===== src/rtl/dht_uart_reporter_pkg.sv =====
// Shared constants, state encoding and BCD helpers
// for the DHT reading to UART text reporter.
package dht_uart_reporter_pkg;

  localparam int FRAME_LEN = 23;

  localparam logic [7:0] A_H   = 8'h48;
  localparam logic [7:0] A_T   = 8'h54;
  localparam logic [7:0] A_COL = 8'h3A;
  localparam logic [7:0] A_DOT = 8'h2E;
  localparam logic [7:0] A_SP  = 8'h20;
  localparam logic [7:0] A_K   = 8'h4B;
  localparam logic [7:0] A_E   = 8'h45;
  localparam logic [7:0] A_CR  = 8'h0D;
  localparam logic [7:0] A_LF  = 8'h0A;
  localparam logic [7:0] A_0   = 8'h30;

  typedef enum logic [1:0] {
    S_IDLE,
    S_CONV,
    S_SEND,
    S_WAIT
  } state_t;

  function automatic logic [3:0] add3(input logic [3:0] n);
    return (n >= 4'd5) ? n + 4'd3 : n;
  endfunction

  function automatic logic [11:0] bcd_adj(input logic [11:0] b);
    return {add3(b[11:8]), add3(b[7:4]), add3(b[3:0])};
  endfunction

  function automatic logic [7:0] asc(input logic [3:0] d);
    return A_0 + {4'h0, d};
  endfunction

endpackage


===== src/rtl/dht_uart_reporter_bcd.sv =====
// Sequential double-dabble: one load cycle, then
// eight shift/add-3 cycles; done pulses once after.
module bin8_to_bcd_seq
  import dht_uart_reporter_pkg::*;
(
  input  logic       clk,
  input  logic       rst,
  input  logic       start,
  input  logic [7:0] bin,
  output logic       done,
  output logic [3:0] d2,
  output logic [3:0] d1,
  output logic [3:0] d0
);

  logic [7:0]  sr;
  logic [11:0] bcd;
  logic [11:0] adj;
  logic [3:0]  cnt;

  always_comb adj = bcd_adj(bcd);

  always_ff @(posedge clk or posedge rst) begin
    if (rst) begin
      sr   <= '0;
      bcd  <= '0;
      cnt  <= '0;
      done <= 1'b0;
    end else begin
      done <= 1'b0;
      if (start) begin
        sr  <= bin;
        bcd <= '0;
        cnt <= 4'd8;
      end else if (cnt != 4'd0) begin
        {bcd, sr} <= {adj, sr} << 1;
        cnt       <= cnt - 4'd1;
        if (cnt == 4'd1) done <= 1'b1;
      end
    end
  end

  assign d2 = bcd[11:8];
  assign d1 = bcd[7:4];
  assign d0 = bcd[3:0];

endmodule


===== src/rtl/dht_uart_reporter.sv =====
// Latches one DHT reading, converts it to decimal
// and streams a 23-byte ASCII frame to a UART.
module dht_uart_reporter #(
  parameter bit REPORT_ERRORS = 1'b1,
  parameter int FRAME_LEN = dht_uart_reporter_pkg::FRAME_LEN
) (
  input  logic       clk,
  input  logic       rst,
  input  logic       i_valid,
  input  logic [7:0] i_humi_int,
  input  logic [7:0] i_humi_dec,
  input  logic [7:0] i_temp_int,
  input  logic [7:0] i_temp_dec,
  input  logic       i_error,
  input  logic       i_tout,
  input  logic       i_tx_busy,
  output logic       o_tx_start,
  output logic [7:0] o_tx_data,
  output logic       o_busy,
  output logic       o_dropped
);
  import dht_uart_reporter_pkg::*;

  localparam logic [4:0] LAST = 5'(FRAME_LEN - 1);

  state_t state, nxt;

  logic [7:0] hi_q, hd_q, ti_q, td_q, stat_q;
  logic [3:0][11:0] bcd_q;
  logic [3:0] step;
  logic [1:0] bsel, cap;
  logic [4:0] idx;
  logic       wt_first;
  logic       accept, send, adv;
  logic       cv_start, cv_done;
  logic [3:0] d2, d1, d0;
  logic [7:0] cv_bin, frame_b, stat_in;

  always_comb begin
    stat_in = A_K;
    if (i_tout)       stat_in = A_T;
    else if (i_error) stat_in = A_E;
  end

  always_ff @(posedge clk or posedge rst) begin
    if (rst) state <= S_IDLE;
    else     state <= nxt;
  end

  always_comb begin
    nxt    = state;
    accept = 1'b0;
    send   = 1'b0;
    adv    = 1'b0;
    unique case (state)
      S_IDLE: begin
        if (i_valid && (REPORT_ERRORS || stat_in == A_K)) begin
          accept = 1'b1;
          nxt    = S_CONV;
        end
      end
      S_CONV: begin
        if (bsel == 2'd3 && step == 4'd8) nxt = S_SEND;
      end
      S_SEND: begin
        if (!i_tx_busy) begin
          send = 1'b1;
          nxt  = S_WAIT;
        end
      end
      S_WAIT: begin
        // first WAIT cycle overlaps the start pulse
        if (!wt_first && !i_tx_busy) begin
          adv = 1'b1;
          nxt = (idx == LAST) ? S_IDLE : S_SEND;
        end
      end
      default: nxt = S_IDLE;
    endcase
  end

  assign o_busy   = (state != S_IDLE);
  assign cv_start = (state == S_CONV) && (step == 4'd0);

  always_comb begin
    cv_bin = hi_q;
    unique case (bsel)
      2'd0: cv_bin = hi_q;
      2'd1: cv_bin = hd_q;
      2'd2: cv_bin = ti_q;
      2'd3: cv_bin = td_q;
      default: cv_bin = hi_q;
    endcase
  end

  bin8_to_bcd_seq u_bcd (
    .clk   (clk),
    .rst   (rst),
    .start (cv_start),
    .bin   (cv_bin),
    .done  (cv_done),
    .d2    (d2),
    .d1    (d1),
    .d0    (d0)
  );

  always_comb begin
    frame_b = 8'h00;
    case (idx)
      5'd0:  frame_b = A_H;
      5'd1:  frame_b = A_COL;
      5'd2:  frame_b = asc(bcd_q[0][11:8]);
      5'd3:  frame_b = asc(bcd_q[0][7:4]);
      5'd4:  frame_b = asc(bcd_q[0][3:0]);
      5'd5:  frame_b = A_DOT;
      5'd6:  frame_b = asc(bcd_q[1][11:8]);
      5'd7:  frame_b = asc(bcd_q[1][7:4]);
      5'd8:  frame_b = asc(bcd_q[1][3:0]);
      5'd9:  frame_b = A_SP;
      5'd10: frame_b = A_T;
      5'd11: frame_b = A_COL;
      5'd12: frame_b = asc(bcd_q[2][11:8]);
      5'd13: frame_b = asc(bcd_q[2][7:4]);
      5'd14: frame_b = asc(bcd_q[2][3:0]);
      5'd15: frame_b = A_DOT;
      5'd16: frame_b = asc(bcd_q[3][11:8]);
      5'd17: frame_b = asc(bcd_q[3][7:4]);
      5'd18: frame_b = asc(bcd_q[3][3:0]);
      5'd19: frame_b = A_SP;
      5'd20: frame_b = stat_q;
      5'd21: frame_b = A_CR;
      5'd22: frame_b = A_LF;
      default: frame_b = 8'h00;
    endcase
  end

  always_ff @(posedge clk or posedge rst) begin
    if (rst) begin
      hi_q       <= '0;
      hd_q       <= '0;
      ti_q       <= '0;
      td_q       <= '0;
      stat_q     <= '0;
      bcd_q      <= '0;
      step       <= '0;
      bsel       <= '0;
      cap        <= '0;
      idx        <= '0;
      wt_first   <= 1'b0;
      o_tx_start <= 1'b0;
      o_tx_data  <= 8'h00;
      o_dropped  <= 1'b0;
    end else begin
      o_dropped  <= i_valid && (state != S_IDLE);
      o_tx_start <= send;
      wt_first   <= send;
      if (send) o_tx_data <= frame_b;
      if (accept) begin
        hi_q   <= i_humi_int;
        hd_q   <= i_humi_dec;
        ti_q   <= i_temp_int;
        td_q   <= i_temp_dec;
        stat_q <= stat_in;
        step   <= '0;
        bsel   <= '0;
        cap    <= '0;
        idx    <= '0;
      end
      if (state == S_CONV) begin
        if (step == 4'd8) begin
          step <= '0;
          bsel <= bsel + 2'd1;
        end else begin
          step <= step + 4'd1;
        end
      end
      if (cv_done) begin
        bcd_q[cap] <= {d2, d1, d0};
        cap        <= cap + 2'd1;
      end
      if (adv) idx <= idx + 5'd1;
    end
  end

endmodule


===== config.mk =====
export PLATFORM = sky130hd
export DESIGN_NAME = dht_uart_reporter
export DESIGN_NICKNAME = d
export VERILOG_FILES = /design/src/rtl/dht_uart_reporter_pkg.sv /design/src/rtl/dht_uart_reporter_bcd.sv /design/src/rtl/dht_uart_reporter.sv
export SDC_FILE = /design/constraint.sdc
export NUM_CORES = 1
export LEC_CHECK = 0
export ABC_AREA = 1
export BUFFER_PORTS_ARGS = -buffer_cell sky130_fd_sc_hd__buf_2
export CAP_MARGIN = 20
export CORE_MARGIN = 3
export CORE_UTILIZATION = 60
export DETAILED_ROUTE_END_ITERATION = 12
export GPL_TIMING_DRIVEN = 1
export PLACE_DENSITY = 0.8
export SETUP_SLACK_MARGIN = 0.5
export SKIP_LAST_GASP = 1
export SLEW_MARGIN = 0
export SYNTH_ARGS = -nofsm -noshare
export SYNTH_HDL_FRONTEND = slang
export SYNTH_SLANG_ARGS = --single-unit

===== constraint.sdc =====
create_clock -name clk -period 6.05 [get_ports clk]
set_input_delay 0.9075 -clock clk [delete_from_list [all_inputs] [get_ports clk]]
set_output_delay 0.9075 -clock clk [all_outputs]
set_load 0.01 [all_outputs]

==> impl_metrics.json <==
{
  "cp.depth": 7,
  "nets": 918,
  "grt_overflow_total": 0,
  "drive_above_1_share_pct": 11.3,
  "start_util_pct": 62.4,
  "cts_setup_buffers": 0,
  "layout_common_cells": "nand2_1, dfrtp_1, o21ai_0",
  "fin_setup_tns_ns": 0,
  "numClockSinks": 134,
  "rr_worst_depth": 7,
  "final_max_slew_viol_count": 0,
  "irDropWorstVdd_uv": 292,
  "first_pass_iters": 5,
  "die_area_um2": 12100,
  "grt_setup_unrepaired": "no",
  "fin_hold_ws_ns": 0.270,
  "die_h_um": 110,
  "grt_pass1_vias": 5404,
  "slowest_stage": "nor2_4",
  "cts_tree": "built",
  "run_status": "finished, final reports clean",
  "worstReg2RegStart": "state[0]",
  "holdBufCountCts": 0,
  "placed_cells_incl_taps": 973,
  "grt_antenna_before_repair": 0,
  "ys_types": 36,
  "grt_max_degree": 85,
  "gr-usage-all-layers_pct": 27.5,
  "avgViaCountPerCell": 5.61,
  "r2r_end": "stat_q[2]",
  "maxSlewHeadroom_pct": 40.7,
  "antenna_left": 0,
  "reg2reg_setup_slack_ns": 3.48,
  "synth-seq-cells": 134,
  "clock_path_buffers": 2,
  "setup_viol": 0,
  "routed_wl_mm": 15.7,
  "placed_cell_area_um2": 6790,
  "num_vias": 5640,
  "finClkSkew_ns": 0.00850,
  "coreArea_um2": 10400,
  "dieWidth_um": 110,
  "drc_errors": 0,
  "max-cap-violations": 0,
  "hpwl_mm": 10.6,
  "syn_nets": 876,
  "cts_resized": 0,
  "endpoint": "stat_q[2]",
  "port_buffers": 47,
  "hold_path_class": "primary input to async pin",
  "clk_pin_slew_worst_paths_ns": 0.06,
  "critPathMaxFanout": 41,
  "start_kind": "flop",
  "finalInstanceArea_um2": 7440,
  "cts_max_level": 4,
  "syn2layout_area_growth_pct": 14.5,
  "leakage_nw": 3.85,
  "required_ns": 6.47,
  "drt_iter0_drc": 562,
  "root_buffer": "clkbuf_8",
  "yosys_warnings": 0,
  "layout_commonest_cell": "nand2_1",
  "tightest_slew_ns": 0.887,
  "cp-startpoint": "state[0]",
  "antennaDiodeCount": 0,
  "gp_congestion": 0.968,
  "crit_family": "simple AND/OR/NAND/NOR gates",
  "fmax_mhz": 390,
  "stdcell_count": 1006,
  "p_per_area_nw_per_um2": 529,
  "period_minus_slack_ns": 2.57,
  "path_class": "flop to flop",
  "numCtsBuffers": 17,
  "clk_latency_ns": 0.54,
  "hold_violations": 0,
  "slowest_delay_ns": 0.67,
  "num_rows": 37,
  "syn_avg_cell_area_um2": 7.97,
  "netlist_area_um2": 6500,
  "syn_inst": 815,
  "cp.arrival_ns": 2.99,
  "ios": 49,
  "routedWlPerCell_um": 15.6,
  "path_cells": "nor2_1 -> inv_2 -> nor2_4 -> inv_2 -> nor2_1 -> inv_1 -> o22a_1",
  "post-route-period-util_pct": 42.4,
  "path_buf_inv": 3,
  "cp-end-kind": "flop",
  "grt_pass1_wl_mm": 25.7,
  "yosysSeqAreaShare_pct": 51.6
}
==> power breakdown <==
group          total (mW)  internal, mW  switching [mW]  leakage [nW]
clock network        1.09         0.684           0.405         0.294
logic                1.30         0.439           0.857          1.85
registers            1.55          1.29           0.262          1.71
total                3.94          2.41            1.52          3.85
==> synthesized netlist by cell type (all sizes together) <==
cell | instances | area share (%)
nand2 | 292 | 17
dfrtp | 134 | 52
o21ai | 90 | 6.9
inv | 68 | 3.9
nor2 | 66 | 4.0
nand3 | 47 | 3.6
ha | 23 | 4.4
a21oi | 20 | 1.5
clkbuf | 15 | 0.87
buf | 11 | 1.1
o22ai | 10 | 0.96
o211ai | 7 | 0.81
a31oi | 6 | 0.58
nand4 | 5 | 0.58
nor3 | 4 | 0.38
or2 | 4 | 0.38
xor2 | 3 | 0.40
clkinv | 2 | 0.13
o31ai | 2 | 0.23
a21o | 1 | 0.12
conb | 1 | 0.058
o21a | 1 | 0.12
o21bai | 1 | 0.12
o22a | 1 | 0.13
xnor2 | 1 | 0.13
==> stage by stage <==
stage          total power [mW]  utilization (%)  worst slack [ns]
2_1_floorplan              2.44                -              1.56
3_3_place_gp               2.73             65.2              3.26
6_report                   3.94             71.4              3.48
4_1_cts                    3.92             71.2              3.51
3_5_place_dp               2.81             65.2              3.13
5_1_grt                    4.22             71.4              3.26
==> cells by family (layout without fill, tap and decap cells) <==
group / count (synthesis) / after routing / synth area share, %
adder cells (fa/ha/maj): 23 / 23 / 4.43
other: 1 / 1 / 0.0577
buffers and inverters: 96 / 151 / 6.01
flip-flops: 134 / 134 / 51.6
AO/OA/AOI/OAI: 139 / 139 / 11.5
AND/OR/NAND/NOR: 418 / 418 / 25.8
XOR/XNOR: 4 / 4 / 0.539
==> sequential cells by signal, indices dropped and copies added (netlist names), 4 cells and up <==
signal,cells
stat_q,5
idx,5
u_bcd.bcd,12
u_bcd.cnt,4
u_bcd.sr,8
hd_q,8
ti_q,8
td_q,8
o_tx_data,7
step,4
hi_q,8
bcd_q,48
==> routing by layer <==
| layer | global-route usage [%] | part of all wire, % | vias up |
|---|---|---|---|
| li1 | - | - | 2701 |
| met1 | 35.2 | 42 | 2711 |
| met3 | 7.11 | 6.2 | 30 |
| met4 | 9.26 | 1.8 | 0 |
| met5 | 0 | 0 | - |
| met2 | 45.5 | 49 | 198 |
==> layout make-up <==
cell class / instances / area, um^2
clock inverter: 14 / 199
sequential: 134 / 3350
clock buffer: 18 / 428
tap: 136 / 170
inverter: 70 / 267
timing repair buffer: 49 / 270
fill: 811 / 2970
multi-input combinational: 585 / 2760
==> worst min-delay path by stage <==
stage,endpoint,depth (start not counted),from,slack (ns)
2_1_floorplan,stat_q[6],1,stat_q[6],0.44
4_1_cts,ti_q[6],2,ti_q[6],0.47
3_3_place_gp,hd_q[6],2,hd_q[6],0.45
3_5_place_dp,ti_q[6],2,ti_q[6],0.46
5_1_grt,u_bcd.bcd[4],2,rst,0.27
6_report,u_bcd.bcd[4],2,rst,0.27
(Power assumes the default switching activity.)
